==> src/rtl/led_bcm_driver.sv <==
// led_bcm_driver: drives a two-half HUB75-style LED panel using binary code
// modulation. One (row, plane) line of COLS pixel pairs is shifted out while
// the previously latched line is lit for BASE << plane cycles.
module led_bcm_driver #(
  parameter int COLS      = 64,
  parameter int ADDR_BITS = 5,
  parameter int BITS      = 8,
  parameter int BASE      = 16
) (
  input  logic                    clk,
  input  logic                    reset,
  input  logic                    pix_valid,
  output logic                    pix_ready,
  input  logic [3*BITS-1:0]       pix0,
  input  logic [3*BITS-1:0]       pix1,
  output logic [$clog2(COLS)-1:0] cur_col,
  output logic [ADDR_BITS-1:0]    cur_row,
  output logic [$clog2(BITS)-1:0] cur_plane,
  output logic                    frame_start,
  output logic [2:0]              rgb0,
  output logic [2:0]              rgb1,
  output logic [ADDR_BITS-1:0]    addr,
  output logic                    blank,
  output logic                    latch,
  output logic                    sclk
);

  localparam int COL_W   = $clog2(COLS);
  localparam int PLANE_W = $clog2(BITS);
  localparam int TIMER_W = BITS + $clog2(BASE);

  localparam logic [COL_W-1:0]   LAST_COL   = COL_W'(COLS - 1);
  localparam logic [PLANE_W-1:0] LAST_PLANE = PLANE_W'(BITS - 1);
  localparam logic [TIMER_W-1:0] BASE_T     = TIMER_W'(BASE);

  typedef enum logic [1:0] {
    S_SHIFT_LO,
    S_SHIFT_HI,
    S_HOLD,
    S_LATCH
  } state_t;

  state_t               state_q, state_d;
  logic [TIMER_W-1:0]   timer_q, timer_d;
  logic [COL_W-1:0]     cur_col_q, cur_col_d;
  logic [ADDR_BITS-1:0] cur_row_q, cur_row_d;
  logic [PLANE_W-1:0]   cur_plane_q, cur_plane_d;
  logic [2:0]           rgb0_q, rgb0_d;
  logic [2:0]           rgb1_q, rgb1_d;
  logic [ADDR_BITS-1:0] addr_q, addr_d;
  logic                 blank_q, blank_d;
  logic                 latch_q, latch_d;
  logic                 sclk_q, sclk_d;

  // Bit cur_plane of each colour channel, packed {b,g,r}.
  logic [2:0] plane_bits0;
  logic [2:0] plane_bits1;

  for (genvar gi = 0; gi < 3; gi++) begin : g_chan
    logic [BITS-1:0] chan0;
    logic [BITS-1:0] chan1;
    assign chan0           = pix0[gi*BITS +: BITS];
    assign chan1           = pix1[gi*BITS +: BITS];
    assign plane_bits0[gi] = chan0[cur_plane_q];
    assign plane_bits1[gi] = chan1[cur_plane_q];
  end

  assign pix_ready   = (state_q == S_SHIFT_LO);
  assign frame_start = pix_valid && pix_ready && (cur_col_q == '0) &&
                       (cur_row_q == '0) && (cur_plane_q == '0);

  // Next-state logic; panel outputs are computed one cycle ahead so that they
  // come straight from flops and line up with the state they belong to.
  always_comb begin
    state_d     = state_q;
    timer_d     = (timer_q != '0) ? timer_q - 1'b1 : timer_q;
    cur_col_d   = cur_col_q;
    cur_row_d   = cur_row_q;
    cur_plane_d = cur_plane_q;
    rgb0_d      = rgb0_q;
    rgb1_d      = rgb1_q;
    addr_d      = addr_q;
    blank_d     = blank_q;
    latch_d     = 1'b0;
    sclk_d      = 1'b0;

    case (state_q)
      S_SHIFT_LO: begin
        if (pix_valid) begin
          rgb0_d  = plane_bits0;
          rgb1_d  = plane_bits1;
          sclk_d  = 1'b1;
          state_d = S_SHIFT_HI;
        end
      end

      S_SHIFT_HI: begin
        if (cur_col_q == LAST_COL) begin
          cur_col_d = '0;
          state_d   = S_HOLD;
        end else begin
          cur_col_d = cur_col_q + 1'b1;
          state_d   = S_SHIFT_LO;
        end
      end

      S_HOLD: begin
        // The lit line has had its full time; blank, strobe the new line in
        // and start its display time from the latch cycle.
        if (timer_q == '0) begin
          state_d = S_LATCH;
          blank_d = 1'b1;
          latch_d = 1'b1;
          addr_d  = cur_row_q;
          timer_d = BASE_T << cur_plane_q;
        end
      end

      S_LATCH: begin
        blank_d = 1'b0;
        state_d = S_SHIFT_LO;
        if (cur_plane_q == LAST_PLANE) begin
          cur_plane_d = '0;
          cur_row_d   = cur_row_q + 1'b1;
        end else begin
          cur_plane_d = cur_plane_q + 1'b1;
        end
      end

      default: state_d = S_SHIFT_LO;
    endcase
  end

  // State and registered outputs; reset abandons any line in flight.
  always_ff @(posedge clk) begin
    if (reset) begin
      state_q     <= S_SHIFT_LO;
      timer_q     <= '0;
      cur_col_q   <= '0;
      cur_row_q   <= '0;
      cur_plane_q <= '0;
      rgb0_q      <= '0;
      rgb1_q      <= '0;
      addr_q      <= '0;
      blank_q     <= 1'b1;
      latch_q     <= 1'b0;
      sclk_q      <= 1'b0;
    end else begin
      state_q     <= state_d;
      timer_q     <= timer_d;
      cur_col_q   <= cur_col_d;
      cur_row_q   <= cur_row_d;
      cur_plane_q <= cur_plane_d;
      rgb0_q      <= rgb0_d;
      rgb1_q      <= rgb1_d;
      addr_q      <= addr_d;
      blank_q     <= blank_d;
      latch_q     <= latch_d;
      sclk_q      <= sclk_d;
    end
  end

  assign cur_col   = cur_col_q;
  assign cur_row   = cur_row_q;
  assign cur_plane = cur_plane_q;
  assign rgb0      = rgb0_q;
  assign rgb1      = rgb1_q;
  assign addr      = addr_q;
  assign blank     = blank_q;
  assign latch     = latch_q;
  assign sclk      = sclk_q;

endmodule

==> config.mk <==
export PLATFORM = sky130hd
export DESIGN_NAME = led_bcm_driver
export DESIGN_NICKNAME = d
export VERILOG_FILES = /design/src/rtl/led_bcm_driver.sv
export SDC_FILE = /design/constraint.sdc
export NUM_CORES = 1
export LEC_CHECK = 0
export ABC_CLOCK_PERIOD_IN_PS = 5450
export CORE_ASPECT_RATIO = 0.8
export CORE_MARGIN = 1.5
export CORE_UTILIZATION = 35
export CTS_BUF_LIST = sky130_fd_sc_hd__clkbuf_4 sky130_fd_sc_hd__clkbuf_8 sky130_fd_sc_hd__clkbuf_16
export CTS_CLUSTER_DIAMETER = 40
export CTS_CLUSTER_SIZE = 12
export DETAILED_ROUTE_END_ITERATION = 16
export GPL_TIMING_DRIVEN = 1
export PLACE_DENSITY = 0.75
export SYNTH_ARGS = -nofsm -noshare
export SYNTH_HDL_FRONTEND = slang
export SYNTH_SLANG_ARGS = --single-unit
==> constraint.sdc <==
create_clock -name clk -period 5.45 [get_ports clk]
set_input_delay 0.545 -clock clk [delete_from_list [all_inputs] [get_ports clk]]
set_output_delay 0.545 -clock clk [all_outputs]
set_load 0.05 [all_outputs]
Word level (Yosys, flattened, before mapping) --
Cells that the tools add are included.
Storage, ports and cells: logic and storage cells 69, register bits 42, output and inout bits 30, bits of input ports 51
Operators by class: reduce and logical (&&, ||, !) cells 18, equal/unequal tests 7, magnitude comparators 1, add/subtract/negate cells 4, shift-type cells 1, bitwise gates (word level) 2, mux-type cells 25
Operator list (number):
- $mux W12 | 3
- $bmux W1 S3 | 6
- $logic_not A12 Y1 | 1
- $reduce_bool A12 Y1 | 1
- $shl A5 B3 Y12 const A | 1
- $sub A12 B1 Y12 const B | 1
- $reduce_and A2 Y1 | 5
- $mux W1 | 9
- $pmux W2 S4 | 1
- $add A6 B1 Y6 const B | 1
- $eq A6 B6 Y1 const B | 1
- $logic_not A6 Y1 | 1
- $mux W2 | 3
- $mux W6 | 1
- $add A5 B1 Y5 const B | 1
- $logic_not A5 Y1 | 1
- $eq A2 B2 Y1 const B | 2
- $logic_and A1 B1 Y1 | 4
- $lt A3 B4 Y1 const B | 1
- $ne A2 B2 Y1 const B | 2
- $reduce_or A2 Y1 | 2
- $add A3 B1 Y3 const B | 1
- $eq A3 B3 Y1 const B | 1
- $logic_not A3 Y1 | 1
- 6 further kinds | 7

Longest topological paths before layout --
word-level depth 5, gate-level depth with buffers 10, depth with buffers taken out 8

Worst setup path before layout --
Ideal clock, no wire load.
path type reg-to-output, from reg state_q[0], to out frame_start, path buffers 0, setup slack 2523 ps, arrival time 2382 ps, required time 4905 ps, cell stages (with the launch flop) 4, path through dfxtp_1 nor2_1 nand2_1 nor3_1
On the way: longest elaborated chain between the ends 5
RTL lines:
- from (decl) | line 43 | state_t state_q, state_d;
- from (signal assigned) | line 149 | state_q <= state_d;
- $logic_not A2 Y1 | line 68 | assign pix_ready = (state_q == S_SHIFT_LO);
- via pix_ready | line 13 | output logic pix_ready,
- $logic_and A1 B1 Y1 (3 in a row) | line 69 | assign frame_start = pix_valid && pix_ready && (cur_col_q == '0) &&
- $logic_and A1 B1 Y1 | line 70 | (cur_row_q == '0) && (cur_plane_q == '0);
- to (decl) | line 19 | output logic frame_start,
The timed path passes the listed nets, and every way through them passes these cells.

Worst setup path in the final report --
from reg cur_plane_q[0] (netlist: cur_plane[0]), to out frame_start
On the way: longest elaborated chain between the ends 2
RTL lines:
- from (decl) | line 47 | logic [PLANE_W-1:0] cur_plane_q, cur_plane_d;
- from (signal assigned) | line 153 | cur_plane_q <= cur_plane_d;
- $logic_not A3 Y1 | line 70
- $logic_and A1 B1 Y1 | line 70
No other way between the ends.

==> results.py <==
metrics = {
    "timing": {
        "rsz0062_at_grt": "false",
        "clock.fmax_mhz": 321,
        "fin_crit_ns": 3.11,
        "fin_ws_ns": 2.34,
        "worst_slew_pin_slew_ns": 0.955,
        "hold_viol_final": 0,
        "setup_viol": 0,
        "slew_viol_final": 0,
        "timing.final.crit_share_pct": 57.1,
        "clock_skew_ns": 0.00705,
        "tns_ns": 0,
        "slew_headroom_pct": 36.2,
    },
    "detailed_routing": {
        "ant_nets": 0,
        "vias": 2220,
        "wire_per_inst_um": 15.0,
        "vias_per_cell": 5.26,
        "drt-total-wl_mm": 6.31,
        "initialDrtViolationCount": 145,
        "drc": 0,
        "dr.pass1.iters": 4,
    },
    "clock_network": {
        "htree_num_levels": 2,
        "cts_tree": "built",
        "numCtsBuffers": 5,
        "cts_resized": 0,
        "clk_pin_slew_ns": 0.08,
        "cts_hold_buffers": 0,
        "worstSkewPairLatency_ns": 0.30,
        "cts_setup_buffers": 0,
        "clockRootBuffer": "clkbuf_8",
        "clkSinkCount": 42,
        "clk_path_buf_depth": 2,
    },
    "worst_setup_path": {
        "crit_slowest_cell": "dfxtp_1",
        "cp_slowest_stage_delay_ns": 0.93,
        "cpLargestDelayFamily": "flip-flops",
        "crit_buf_inv": 2,
        "worstSetupPathType": "reg -> out",
        "worstPathMaxFanout": 18,
        "cp_cell_sequence": "inv_1, ha_1, nand4_1, nor3_1, clkdlybuf4s50_1",
        "end_kind": "output port",
        "arrival_ns": 2.57,
        "worst_setup_path_start_kind": "flop",
        "critPathRequiredTime_ns": 4.91,
        "rrSetupSlack_ns": 3.18,
    },
    "placed_design": {
        "gp_congestion": 0.905,
        "post-place-ws_ns": 2.61,
        "dp_hpwl_mm": 4.70,
        "numPortBuffers": 80,
    },
    "die": {
        "initial_utilization_pct": 36.8,
        "fp.dieH_um": 76.8,
        "core-area_sq_um": 6470,
        "io_pins": 81,
        "die_w_um": 95.3,
        "dieArea_sq_um": 7320,
        "rows": 26,
    },
    "synthesis": {
        "syn_area_sq_um": 2380,
        "synth.most_common_cell": "dfxtp_1",
        "synth.distinct_cells": 47,
        "synthCells": 266,
        "syn_area_per_cell_sq_um": 8.97,
        "ys_warn_count": 0,
        "async_flop_share_pct": 0,
        "ys_ff_latch": 42,
        "ys_top_cells_by_count": "dfxtp_1, nand2_1, nor2_1",
        "yosysSeqAreaShare_pct": 35.3,
        "yosysTopAreaCell": "dfxtp_1",
        "synth_top_area_share_pct": 35.3,
        "synth_edf_count": 0,
        "synth_fp_nets": 330,
        "synth_ff_type": "dfxtp_1",
        "synth.top_cells.by_area": "dfxtp_1, mux4_2, ha_1",
    },
    "global_routing": {
        "overflow": 0,
        "grt_pass1_vias": 2127,
        "grt_max_degree": 44,
        "grt_pass1_wl_mm": 10.4,
        "antenna_found_initial": 0,
        "gr-usage-all-layers_pct": 18.1,
    },
    "pwr": {
        "p_sw_share_pct": 37.0,
        "total_power_mw": 1.07,
        "p_switching_uw": 398,
        "clkPwrFrac_pct": 21.9,
        "p_int_uw": 677,
        "pwr_density_cell_nw_per_um2": 324,
        "power_frac_seq_pct": 38.0,
        "peakVddDrop_uv": 132,
        "leakagePower_nw": 1.18,
        "combPwrFrac_pct": 40.0,
    },
    "cells_and_area": {
        "antennaDiodeCount": 0,
        "seq_area_sq_um": 841,
        "multi_input_area_sq_um": 1410,
        "drive_gt1_share_pct": 9.17,
        "layout-area-overhead-vs-synth_pct": 39.1,
        "fillers": 571,
        "layout.nets": 401,
    },
    "hold_path": {
        "hp-class": "reg -> reg",
    },
    "run_status": {
        "status": "completed",
    },
    "job": {
        "maxCapViolations": 0,
    },
}
[state kept, by name (all words and copies together), names as in the netlist, named ones only]
name	flops
rgb1	3
cur_col	6
state_q	1
cur_row	5
cur_plane	3
blank	1
rgb0	3
timer_q	12
sclk	1
latch	1
addr	5
[metrics by stage]
stage / utilization [%] / std cells / hold slack [ns] / area (sq um)
2_1_floorplan: - / 266 / 0.479 / 2380
3_3_place_gp: 49.6 / 414 / 0.466 / 3210
3_5_place_dp: 49.6 / 414 / 0.468 / 3210
4_1_cts: 51.3 / 422 / 0.478 / 3320
5_1_grt: 51.3 / 422 / 0.509 / 3320
6_report: 51.3 / 422 / 0.476 / 3320
[worst reg2reg max path, cell delays in order (launching register included)]
cell	delay (ns)
dfxtp_1	0.93
ha_1	0.31
ha_1	0.25
and3_1	0.31
nand4_1	0.14
xor2_1	0.16
nor2_1	0.05
[placed cells by master (no fill, tap or decap), types with 5 or more instances in the layout]
cell type and instances:
ha_1 13, xor2_1 6, o21ai_0 9, dfxtp_1 42, nor2_1 24, nor3_1 5
mux4_2 12, a311oi_1 6, nand3_1 13, a21oi_1 23, inv_1 10, clkdlybuf4s50_1 80
a31oi_1 5, nand2_1 26, nand4_1 9, clkbuf_8 8
[layer usage]
| layer | global-route usage [%] | up-vias | wire (um) |
|---|---|---|---|
| li1 | - | 1110 | - |
| met1 | 23.4 | 1053 | 2750 |
| met2 | 29.4 | 48 | 3150 |
| met3 | 5.46 | 9 | 349 |
| met4 | 3.73 | 0 | 60 |
| met5 | 0 | - | 0 |
[cells by family (layout without fill, tap and decap cells)]
group	after synthesis	count (layout)	synth area share, %
simple gates	109	109	24.1
compound gates	54	54	14.0
flops	42	42	35.3
buf+inv	28	100	5.51
fa+ha+maj	13	13	6.82
mux	13	13	11.8
xor+xnor	7	7	2.57
[worst paths after layout]
path / from / to / cells after the start
setup / recovery: cur_plane[0]$_SDFFE_PP0P_ / frame_start / 5
hold / removal: addr[4]$_SDFFE_PP0P_ / addr[4]$_SDFFE_PP0P_ / 2
setup reg to reg: cur_plane[0]$_SDFFE_PP0P_ / cur_row[3]$_SDFFE_PP0P_ / 6
hold reg to reg: addr[4]$_SDFFE_PP0P_ / addr[4]$_SDFFE_PP0P_ / 2
[power by group through the flow]
stage / Sequential (mW) / Combinational [mW] / Clock (mW)
3_3_place_gp: 0.412 / 0.415 / 0
3_5_place_dp: 0.414 / 0.423 / 0
5_1_grt: 0.416 / 0.475 / 0.261
2_1_floorplan: 0.418 / 0.323 / 0
4_1_cts: 0.407 / 0.428 / 0.239
6_report: 0.409 / 0.430 / 0.236
[area by class of cell]
class | instances | area share [%]
Sequential cell | 42 | 25.3
Inverter | 11 | 1.24
Clock buffer | 8 | 3.32
Multi-Input combinational cell | 196 | 42.6
Timing Repair Buffer | 81 | 24.4
Tap cell | 84 | 3.17
Power figures use the tool's default switching activity.
